===== src/rtl/mem_stage.sv =====
// mem_stage: memory-access pipeline stage with a req/ready data-memory handshake, wait-state timeout,
// BEQ/BNE resolution and the MEM/WB register. Define MEM_MISALIGN_TRAP_EN to trap misaligned accesses.
module mem_stage #(
   parameter int unsigned WAIT_LIMIT = 15
) (
   input  logic        clk,
   input  logic        reset,
   input  logic [31:0] result,
   input  logic [31:0] writeData_MEM,
   input  logic [2:0]  func3_MEM,
   input  logic        isZero,
   input  logic [31:0] newPC_MEM,
   input  logic        MemToReg_MEM,
   input  logic        RegWrite_MEM,
   input  logic        MemRead_MEM,
   input  logic        MemWrite_MEM,
   input  logic        branch_op_MEM,
   input  logic [4:0]  rd_MEM,
   output logic        dmem_req,
   output logic        dmem_we,
   output logic [31:0] dmem_addr,
   output logic [31:0] dmem_wdata,
   output logic [3:0]  dmem_be,
   input  logic [31:0] dmem_rdata,
   input  logic        dmem_ready,
   output logic        stall,
   output logic        pcSrc,
   output logic [31:0] branchTarget,
   output logic        bus_err,
`ifdef MEM_MISALIGN_TRAP_EN
   output logic        misaligned,
`endif
   output logic [31:0] readData_WB,
   output logic [31:0] aluResult_WB,
   output logic [4:0]  rd_WB,
   output logic        RegWrite_WB,
   output logic        MemToReg_WB
);

   typedef enum logic {IDLE, WAIT} memStateT;
   localparam logic [7:0] LimitCnt = 8'(WAIT_LIMIT);

   memStateT    stateQ, stateD;
   logic [7:0]  cntQ, cntD;
   logic        memop, isByte, isHalf, misalignHit, reqOk, timeout, bubble;
   logic [1:0]  a;
   logic [7:0]  laneByte;
   logic [15:0] laneHalf;
   logic [31:0] loadData, storeData;
   logic [3:0]  storeBe;
   logic        busErrQ, regWriteQ, memToRegQ;
   logic [31:0] readDataQ, aluResultQ;
   logic [4:0]  rdQ;

   assign a      = result[1:0];
   assign memop  = MemRead_MEM | MemWrite_MEM;
   // Stores only know 000/001 as narrow widths; loads also accept the unsigned 100/101 encodings.
   assign isByte = MemWrite_MEM ? (func3_MEM == 3'b000) : (func3_MEM[1:0] == 2'b00);
   assign isHalf = MemWrite_MEM ? (func3_MEM == 3'b001) : (func3_MEM[1:0] == 2'b01);

`ifdef MEM_MISALIGN_TRAP_EN
   assign misalignHit = memop && (stateQ == IDLE) && (isHalf ? a[0] : (!isByte && (a != 2'b00)));
`else
   assign misalignHit = 1'b0;
`endif
   assign reqOk = memop & ~misalignHit;

   always_ff @(posedge clk or negedge reset) begin
      if (!reset) begin
         stateQ <= IDLE;
         cntQ   <= '0;
      end else begin
         stateQ <= stateD;
         cntQ   <= cntD;
      end
   end

   always_comb begin
      stateD = stateQ;
      cntD   = cntQ;
      case (stateQ)
         IDLE: begin
            if (reqOk && !dmem_ready) begin
               stateD = WAIT;
               cntD   = 8'd1;
            end else begin
               cntD   = '0;
            end
         end
         WAIT: begin
            if (dmem_ready || (cntQ == LimitCnt)) begin
               stateD = IDLE;
               cntD   = '0;
            end else begin
               cntD   = cntQ + 8'd1;
            end
         end
      endcase
   end

   // Request and stall are forced low while reset is held so an abandoned access is dropped at once.
   always_comb begin
      dmem_req = 1'b0;
      stall    = 1'b0;
      if (reset) begin
         case (stateQ)
            IDLE: begin
               dmem_req = reqOk;
               stall    = reqOk & ~dmem_ready;
            end
            WAIT: begin
               dmem_req = 1'b1;
               stall    = ~dmem_ready & (cntQ != LimitCnt);
            end
         endcase
      end
   end

   assign timeout = (stateQ == WAIT) & ~dmem_ready & (cntQ == LimitCnt);
   assign bubble  = stall | timeout | misalignHit;

   always_comb begin
      laneByte = dmem_rdata[{a, 3'b000} +: 8];
      laneHalf = a[1] ? dmem_rdata[31:16] : dmem_rdata[15:0];
      case (func3_MEM)
         3'b000:  loadData = {{24{laneByte[7]}}, laneByte};
         3'b001:  loadData = {{16{laneHalf[15]}}, laneHalf};
         3'b100:  loadData = {24'd0, laneByte};
         3'b101:  loadData = {16'd0, laneHalf};
         default: loadData = dmem_rdata;
      endcase
      if (isByte) begin
         storeBe   = 4'b0001 << a;
         storeData = {4{writeData_MEM[7:0]}};
      end else if (isHalf) begin
         storeBe   = a[1] ? 4'b1100 : 4'b0011;
         storeData = {2{writeData_MEM[15:0]}};
      end else begin
         storeBe   = 4'b1111;
         storeData = writeData_MEM;
      end
   end

   assign dmem_addr    = {result[31:2], 2'b00};
   assign dmem_we      = dmem_req & MemWrite_MEM;
   assign dmem_be      = MemWrite_MEM ? storeBe : 4'b1111;
   assign dmem_wdata   = storeData;
   assign pcSrc        = branch_op_MEM & (((func3_MEM == 3'b000) & isZero) | ((func3_MEM == 3'b001) & ~isZero));
   assign branchTarget = newPC_MEM;

   // A stalled, timed-out or trapped instruction retires as a bubble; data registers keep their value.
   always_ff @(posedge clk or negedge reset) begin
      if (!reset) begin
         busErrQ    <= 1'b0;
         regWriteQ  <= 1'b0;
         memToRegQ  <= 1'b0;
         rdQ        <= '0;
         readDataQ  <= '0;
         aluResultQ <= '0;
      end else begin
         busErrQ <= timeout;
         if (bubble) begin
            regWriteQ <= 1'b0;
            memToRegQ <= 1'b0;
            rdQ       <= '0;
         end else begin
            regWriteQ  <= RegWrite_MEM;
            memToRegQ  <= MemToReg_MEM;
            rdQ        <= rd_MEM;
            readDataQ  <= loadData;
            aluResultQ <= result;
         end
      end
   end

`ifdef MEM_MISALIGN_TRAP_EN
   logic misalignedQ;
   always_ff @(posedge clk or negedge reset) begin
      if (!reset) misalignedQ <= 1'b0;
      else        misalignedQ <= misalignHit;
   end
   assign misaligned = misalignedQ;
`endif

   assign bus_err      = busErrQ;
   assign RegWrite_WB  = regWriteQ;
   assign MemToReg_WB  = memToRegQ;
   assign rd_WB        = rdQ;
   assign readData_WB  = readDataQ;
   assign aluResult_WB = aluResultQ;

endmodule


===== config.mk =====
export PLATFORM = sky130hd
export DESIGN_NAME = mem_stage
export DESIGN_NICKNAME = d
export VERILOG_FILES = /design/src/rtl/mem_stage.sv
export SDC_FILE = /design/constraint.sdc
export NUM_CORES = 1
export LEC_CHECK = 0
export BUFFER_PORTS_ARGS = -buffer_cell sky130_fd_sc_hd__buf_2
export CORE_MARGIN = 10
export CORE_UTILIZATION = 40
export DETAILED_ROUTE_END_ITERATION = 16
export HOLD_SLACK_MARGIN = 0.06
export MAX_ROUTING_LAYER = met4
export PLACE_DENSITY = 0.87
export SYNTH_ARGS = -nofsm -noshare
export SYNTH_HDL_FRONTEND = slang
export SYNTH_SLANG_ARGS = --single-unit
export TNS_END_PERCENT = 1

===== constraint.sdc =====
create_clock -name clk -period 2.92 [get_ports clk]
set_input_delay 0.292 -clock clk [delete_from_list [all_inputs] [get_ports clk]]
set_output_delay 0.292 -clock clk [all_outputs]
set_load 0.005 [all_outputs]

==> flow_summary.yaml, run 1 <==
cells_and_area:
  drive_gt1_share_pct: 53.1
  fin_area_um2: 5820
  nets: 768
  syn_to_final_growth_pct: 25.2
  fin_util_pct: 51.0
synth:
  syn_area_um2: 4650
  synth_fa_ha_area_share_pct: 0.269
  ys_seq_area_share_pct: 43.6
  synth.distinct_cells: 41
  synth_top_family_by_area: "multiplexers"
  synthXorXnorAreaFrac_pct: 1.32
  ys_warn_count: 0
  synth_seq_cells: 81
  synth-simple-area-share_pct: 11.9
  synthCells: 450
  avgSynthCellArea_um2: 10.3
  synthMuxAreaShare_pct: 16.0
  synth_compound_area_share_pct: 11.5
setup_path:
  cp.required_ps: 3100
  reg2reg_slack_ps: 790
  critPathBufInv: 1
  crit_cells: 6
  path_cells: "ha_1 -> and3_1 -> a31oi_4 -> or2_1 -> buf_4 -> a31oi_1"
  reg2reg_depth: 6
  crit_arrival_ps: 2310
  path_max_fanout: 19
  crit_slowest_cell: "or2_1"
  worstSetupPathType: "reg -> reg"
  crit_path_end_kind: "flip-flop"
  critPathLaunchType: "flip-flop"
  crit_family: "simple AND/OR/NAND/NOR gates"
  worst_path_largest_cell_delay_ps: 410
hold_path:
  holdPathStages: 2
  holdCritPathClass: "in -> reg"
clocking:
  cts-root-buf: "clkbuf_16"
  clk_pin_slew_ps: 60
  htree_levels: 3
  cts_buffers: 9
  cts_tree: "done"
  clk_latency_ps: 340
  post_cts_buffers: 0
  cts.path.max_buffers: 2
  cts.sinks: 81
global_route:
  grt_usage_pct: 19.4
  grt_pass1_wl_um: 24200
  first_global_vias: 4516
  antenna_found_initial: 2
  grt_overflow_total: 0
  grt_max_degree: 52
placement:
  place_congestion: 0.863
  port_buffers: 254
  dp_hpwl_um: 12900
  dpl_cell_area_um2: 5480
power:
  ir_drop_mv: 0.285
  p_per_area_nw_per_um2: 543
  power_leakage_nw: 2.83
timing:
  tns_ps: 0
  hold_viol: 0
  fin_crit_sh_pct: 72.9
  finalSetupViolations: 0
  clock_skew_ps: 4.57
  period_needed_ps: 2130
  max_freq_ghz: 0.470
  worst_pin_slew_ps: 983
  relSlewSlack_pct: 34.3
  report.final.slew_viol_count: 0
  rsz0062_at_grt: "false"
detailed_routing:
  dr.first_iter.drc_count: 320
  dr.pass1.iters: 4
  drc: 0
  routed-via-count: 4121
  viasPerCell: 5.34
  avgRoutedWirePerCell_um: 21.0
  wirelength_um: 16200
  drt.antenna.violating_nets: 0
floorplan:
  core-area_um2: 11400
  start_util_pct: 40.7
  die_y_um: 128
  fp.dieW_um: 128
  num_rows: 39
  die_area_um2: 16300
  io_pins: 321
job:
  cap_violations: 0
status:
  status: "finished, final reports clean"
==> registers in the layout, indices dropped and copies added (netlist names) <==
name,cells
aluResult_WB,32
readData_WB,32
cntQ,8
rd_WB,5
MemToReg_WB,1
RegWrite_WB,1
bus_err,1
stateQ,1
==> metal layers <==
metal	wire length, µm	part of all wire [%]	vias to the layer above	GRT usage, %
met5	0	0	-	-
met4	546	3.4	0	9.54
met3	1570	9.7	46	6.29
met2	8470	52	228	34.1
met1	5620	35	1979	18.7
li1	-	-	1868	-
==> cell usage in the layout (no fill, tap or decap), drive strengths merged, types with 11 or more instances in the layout <==
cell type  count
clkbuf        11
nor3          32
a21oi         20
nand2         27
nor2          20
a31oi         24
dfrtp         81
buf          263
mux2i         16
mux2          50
==> path summary, 6_finish.rpt <==
check | startpoint | end
setup / recovery | cntQ[0]$_DFF_PN0_ | readData_WB[16]$_DFFE_PN0N_
hold / removal | RegWrite_MEM | RegWrite_WB$_DFF_PN0_
setup reg to reg | cntQ[0]$_DFF_PN0_ | readData_WB[16]$_DFFE_PN0N_
hold reg to reg | aluResult_WB[29]$_DFFE_PN0N_ | aluResult_WB[29]$_DFFE_PN0N_
max in group asynchronous | reset | rd_WB[0]$_DFF_PN0_
min in group asynchronous | reset | aluResult_WB[24]$_DFFE_PN0N_
==> metrics by stage <==
stage / cells / hold slack (ps) / total power [mW] / setup WS [ps]
final: 772 / 159 / 3.16 / 791
after global routing: 772 / 165 / 3.31 / 650
after CTS: 770 / 150 / 3.20 / 779
after detailed placement: 753 / 407 / 1.96 / 717
after global placement: 753 / 403 / 1.94 / 794
after floorplan: 451 / -3.59 / 1.66 / 1070
==> synthesized netlist by cell type (all sizes together) <==
cell,number,area [µm²]
a211oi,1,7.51
a21oi,20,100
a221oi,8,70.1
a22o,8,70.1
a31oi,24,165
and2,8,50.1
and3,1,6.26
buf,87,637
clkbuf,17,63.8
conb,1,3.75
dfrtp,81,2030
ha,1,12.5
inv,3,11.3
mux2,50,563
mux2i,16,160
mux4,1,22.5
nand2,27,101
nand2b,10,62.6
nand3,2,10.0
nand3b,1,7.51
nor2,20,77.6
nor2b,3,18.8
nor3,32,160
nor4,1,21.3
nor4b,2,32.5
o211ai,10,75.1
o21a,1,7.51
o21ai,3,18.8
o22ai,2,12.5
o31a,1,8.76
or2,1,6.26
xnor2,5,43.8
xor2,2,17.5
==> layout make-up <==
class	count	area, µm²
Fill cell	1072	5590
Sequential cell	81	2030
Multi-Input combinational cell	263	1920
Timing Repair Buffer	264	1350
Clock buffer	11	253
Tap cell	143	179
Clock inverter	5	77.6
Inverter	3	11.3
Antenna cell	2	5.00
==> kinds of logic after synthesis <==
| family | Yosys count |
|---|---|
| AO/OA/AOI/OAI | 78 |
| multiplexers | 67 |
| adder cells (fa/ha/maj) | 1 |
| buffers and inverters | 107 |
| XOR/XNOR | 7 |
| AND/OR/NAND/NOR | 108 |
| other | 1 |
| flip-flops | 81 |
==> timing repair <==
action,4_1_cts,5_1_grt
hold buffers,1,0
gates resized for setup,0,0
endpoints found under the hold margin,30,0
==> power breakdown <==
group          total (mW)  switching (mW)  internal [mW]
registers            1.28          0.0536           1.23
logic               0.649           0.342          0.308
clock network        1.23           0.438          0.792
total                3.16           0.833           2.33
(Power assumes the default switching activity.)
==> run 2, diff against run 1 <==
--- a/config.mk
+++ b/config.mk
@@ -5,13 +5,14 @@
 export SDC_FILE = /design/constraint.sdc
 export NUM_CORES = 1
 export LEC_CHECK = 0
+export ABC_AREA = 1
 export BUFFER_PORTS_ARGS = -buffer_cell sky130_fd_sc_hd__buf_2
 export CORE_MARGIN = 10
 export CORE_UTILIZATION = 40
 export DETAILED_ROUTE_END_ITERATION = 16
 export HOLD_SLACK_MARGIN = 0.06
 export MAX_ROUTING_LAYER = met4
-export PLACE_DENSITY = 0.87
+export PLACE_DENSITY = 0.86
 export SYNTH_ARGS = -nofsm -noshare
 export SYNTH_HDL_FRONTEND = slang
 export SYNTH_SLANG_ARGS = --single-unit
==> constraint.sdc (replaced) <==
create_clock -name clk -period 2.2 [get_ports clk]
set_input_delay 0.22 -clock clk [delete_from_list [all_inputs] [get_ports clk]]
set_output_delay 0.22 -clock clk [all_outputs]
set_load 0.005 [all_outputs]
==> flow_summary.yaml, run 2 <==
synth:
  synth_top_area_cell: "dfrtp_1"
  synth_seq_cells: 81
  async_flop_share_pct: 100
  avgSynthCellArea_um2: 7.13
  synthCells: 681
  ys.flop_type: "dfrtp_1"
  ys_warn_count: 0
  syn_area_um2: 4850
  yosys-top-cells-area: "dfrtp_1, nand2_1, buf_4"
  ys_seq_area_share_pct: 41.8
  synthMostInstantiatedCell: "nand2_1"
  synth_edf_count: 0
  synth_top_area_share_pct: 41.8
  synth.distinct_cells: 31
  synthTopCellsByCount: "nand2_1, nor2_1, dfrtp_1"
floorplan:
  start_util_pct: 40.6
  num_rows: 40
  die_area_um2: 16900
  core-area_um2: 12000
  die_y_um: 130
  fp.dieW_um: 130
  io_pins: 321
cells_and_area:
  num-fill-cells: 1206
  nets: 1006
  final_cell_count_no_fill: 1013
  drive_gt1_share_pct: 34.7
  layout_common_cells: "nand2_1, buf_2, nor2_1"
  final_common_cell: "nand2_1"
  syn_to_final_growth_pct: 24.1
clocking:
  clk_pin_slew_ps: 70
  post_cts_buffers: 0
  htree_levels: 3
  cts-root-buf: "clkbuf_16"
  clk_latency_ps: 330
  cts.path.max_buffers: 2
  cts.sinks: 81
  cts_buffers: 9
  cts_tree: "done"
global_route:
  grtUsageMet2_pct: 31.0
  grt_util_met1_pct: 22.3
  grt_pass1_wl_um: 25000
  first_global_vias: 4713
  grt_max_degree: 66
  grt_usage_pct: 19.2
  grt_overflow_total: 0
  gr-usage-met3_pct: 6.41
  busiest_layer: "met2"
  antenna_found_initial: 1
setup_path:
  cp-startpoint: "cntQ[0]$_DFF_PN0_"
  reg2reg_slack_ps: 300
  crit_arrival_ps: 2170
  worstSetupPathType: "reg -> reg"
  r2r-start: "cntQ[0]$_DFF_PN0_"
  r2r_end: "readData_WB[1]$_DFFE_PN0N_"
  cp-endpoint: "readData_WB[1]$_DFFE_PN0N_"
  cp.required_ps: 2470
  path_max_fanout: 54
  crit_path_end_kind: "flip-flop"
  reg2reg_depth: 8
  critPathLaunchType: "flip-flop"
power:
  ir_drop_mv: 0.386
  power_leakage_nw: 3.58
  combinationalPowerShare_pct: 20.3
  internal_power_mw: 3.00
  p_switching_mw: 1.22
  switching_share_pct: 28.8
  p_per_area_nw_per_um2: 700
  clock_power_share_pct: 39.4
  p_seq_share_pct: 40.3
job:
  cap_violations: 0
status:
  status: "finished, final reports clean"
detailed_routing:
  routed-via-count: 4758
  avgRoutedWirePerCell_um: 16.2
  drt.antenna.violating_nets: 0
  wirelength_um: 16400
  dr.first_iter.drc_count: 356
  viasPerCell: 4.70
  dr.pass1.iters: 5
  drc: 0
timing:
  max_freq_ghz: 0.527
  fin_crit_sh_pct: 86.3
  worst_pin_slew_ps: 927
  relSlewSlack_pct: 38.2
  rsz0062_at_grt: "false"
  clock_skew_ps: 13.0
  hold_viol: 0
  report.final.slew_viol_count: 0
  finalSetupViolations: 0
  period_needed_ps: 1900
  tns_ps: 0
placement:
  dp_hpwl_um: 13200
  port_buffers: 254
  place_inst: 995
  place_congestion: 0.893
hold_path:
  holdCritPathClass: "in -> reg"
run 2: stage by stage:
step                utilization, %  hold slack, ps  setup WS, ps  cell area (µm²)  power, mW
finish                        50.3            89.3           302             6020       4.22
global route                  50.3            81.5          84.3             6020       4.48
CTS                           50.3            79.9           293             6020       4.27
detailed placement            47.4             348           315             5670       2.59
global placement              47.4             342           378             5670       2.58
floorplan                        -           -75.6           755             4860       2.21
run 2: worst min path at each step:
stage | from | slack [ps] | cells past startpoint | end
2_1_floorplan | reset | -80 | 0 | MemToReg_WB$_DFF_PN0_
3_3_place_gp | reset | 340 | 2 | cntQ[1]$_DFF_PN0_
3_5_place_dp | reset | 350 | 2 | stateQ$_DFF_PN0_
4_1_cts | rd_MEM[4] | 80 | 3 | rd_WB[4]$_DFF_PN0_
5_1_grt | RegWrite_MEM | 80 | 3 | RegWrite_WB$_DFF_PN0_
6_report | rd_MEM[4] | 90 | 3 | rd_WB[4]$_DFF_PN0_
run 2: critical path: stages, from the launching register on:
cell and delay (ps):
dfrtp_1 400, ha_1 220, nand2_1 100, nor2_2 60
nand4_4 80, nand2_4 50, inv_2 630, nand2_1 150
nand2_1 100
run 2: timing repair:
action | in CTS | in global routing
setup endpoints to repair | 0 | 0
hold buffers | 1 | 0
hold endpoints to repair | 29 | 0
resized for setup | 0 | 0
run 2: layer usage:
metal	wire, µm	vias up
met1	6510	2140
met5	0	-
met3	1400	35
met2	8250	206
met4	275	0
li1	-	2377
run 2: cell type report:
cell class	count	area, µm²	area share [%]
diodes	1	2.50	0.0416
clock buffers	9	225	3.74
inverters	39	146	2.43
multi-input cells	466	1980	32.9
clock inverters	7	111	1.85
flip-flops and latches	81	2030	33.7
well taps	147	184	3.05
repair buffers	263	1340	22.3
run 2: cells by family after synthesis:
group                      synth area share, %
buffers and inverters                     17.5
and+or+nand+nor                           36.0
xor gates and xnor gates                 0.361
AOI/OAI and AO/OA                         4.07
other                                   0.0773
DFF                                       41.8
adders and majority gates                0.258
run 2: power groups by stage:
| stage | combinational, mW | sequential (mW) | clock (mW) |
|---|---|---|---|
| after floorplan | 0.475 | 1.74 | 0 |
| after global placement | 0.852 | 1.73 | 0 |
| after detailed placement | 0.867 | 1.73 | 0 |
| after CTS | 0.872 | 1.70 | 1.70 |
| after global routing | 0.972 | 1.72 | 1.79 |
| final | 0.857 | 1.70 | 1.66 |
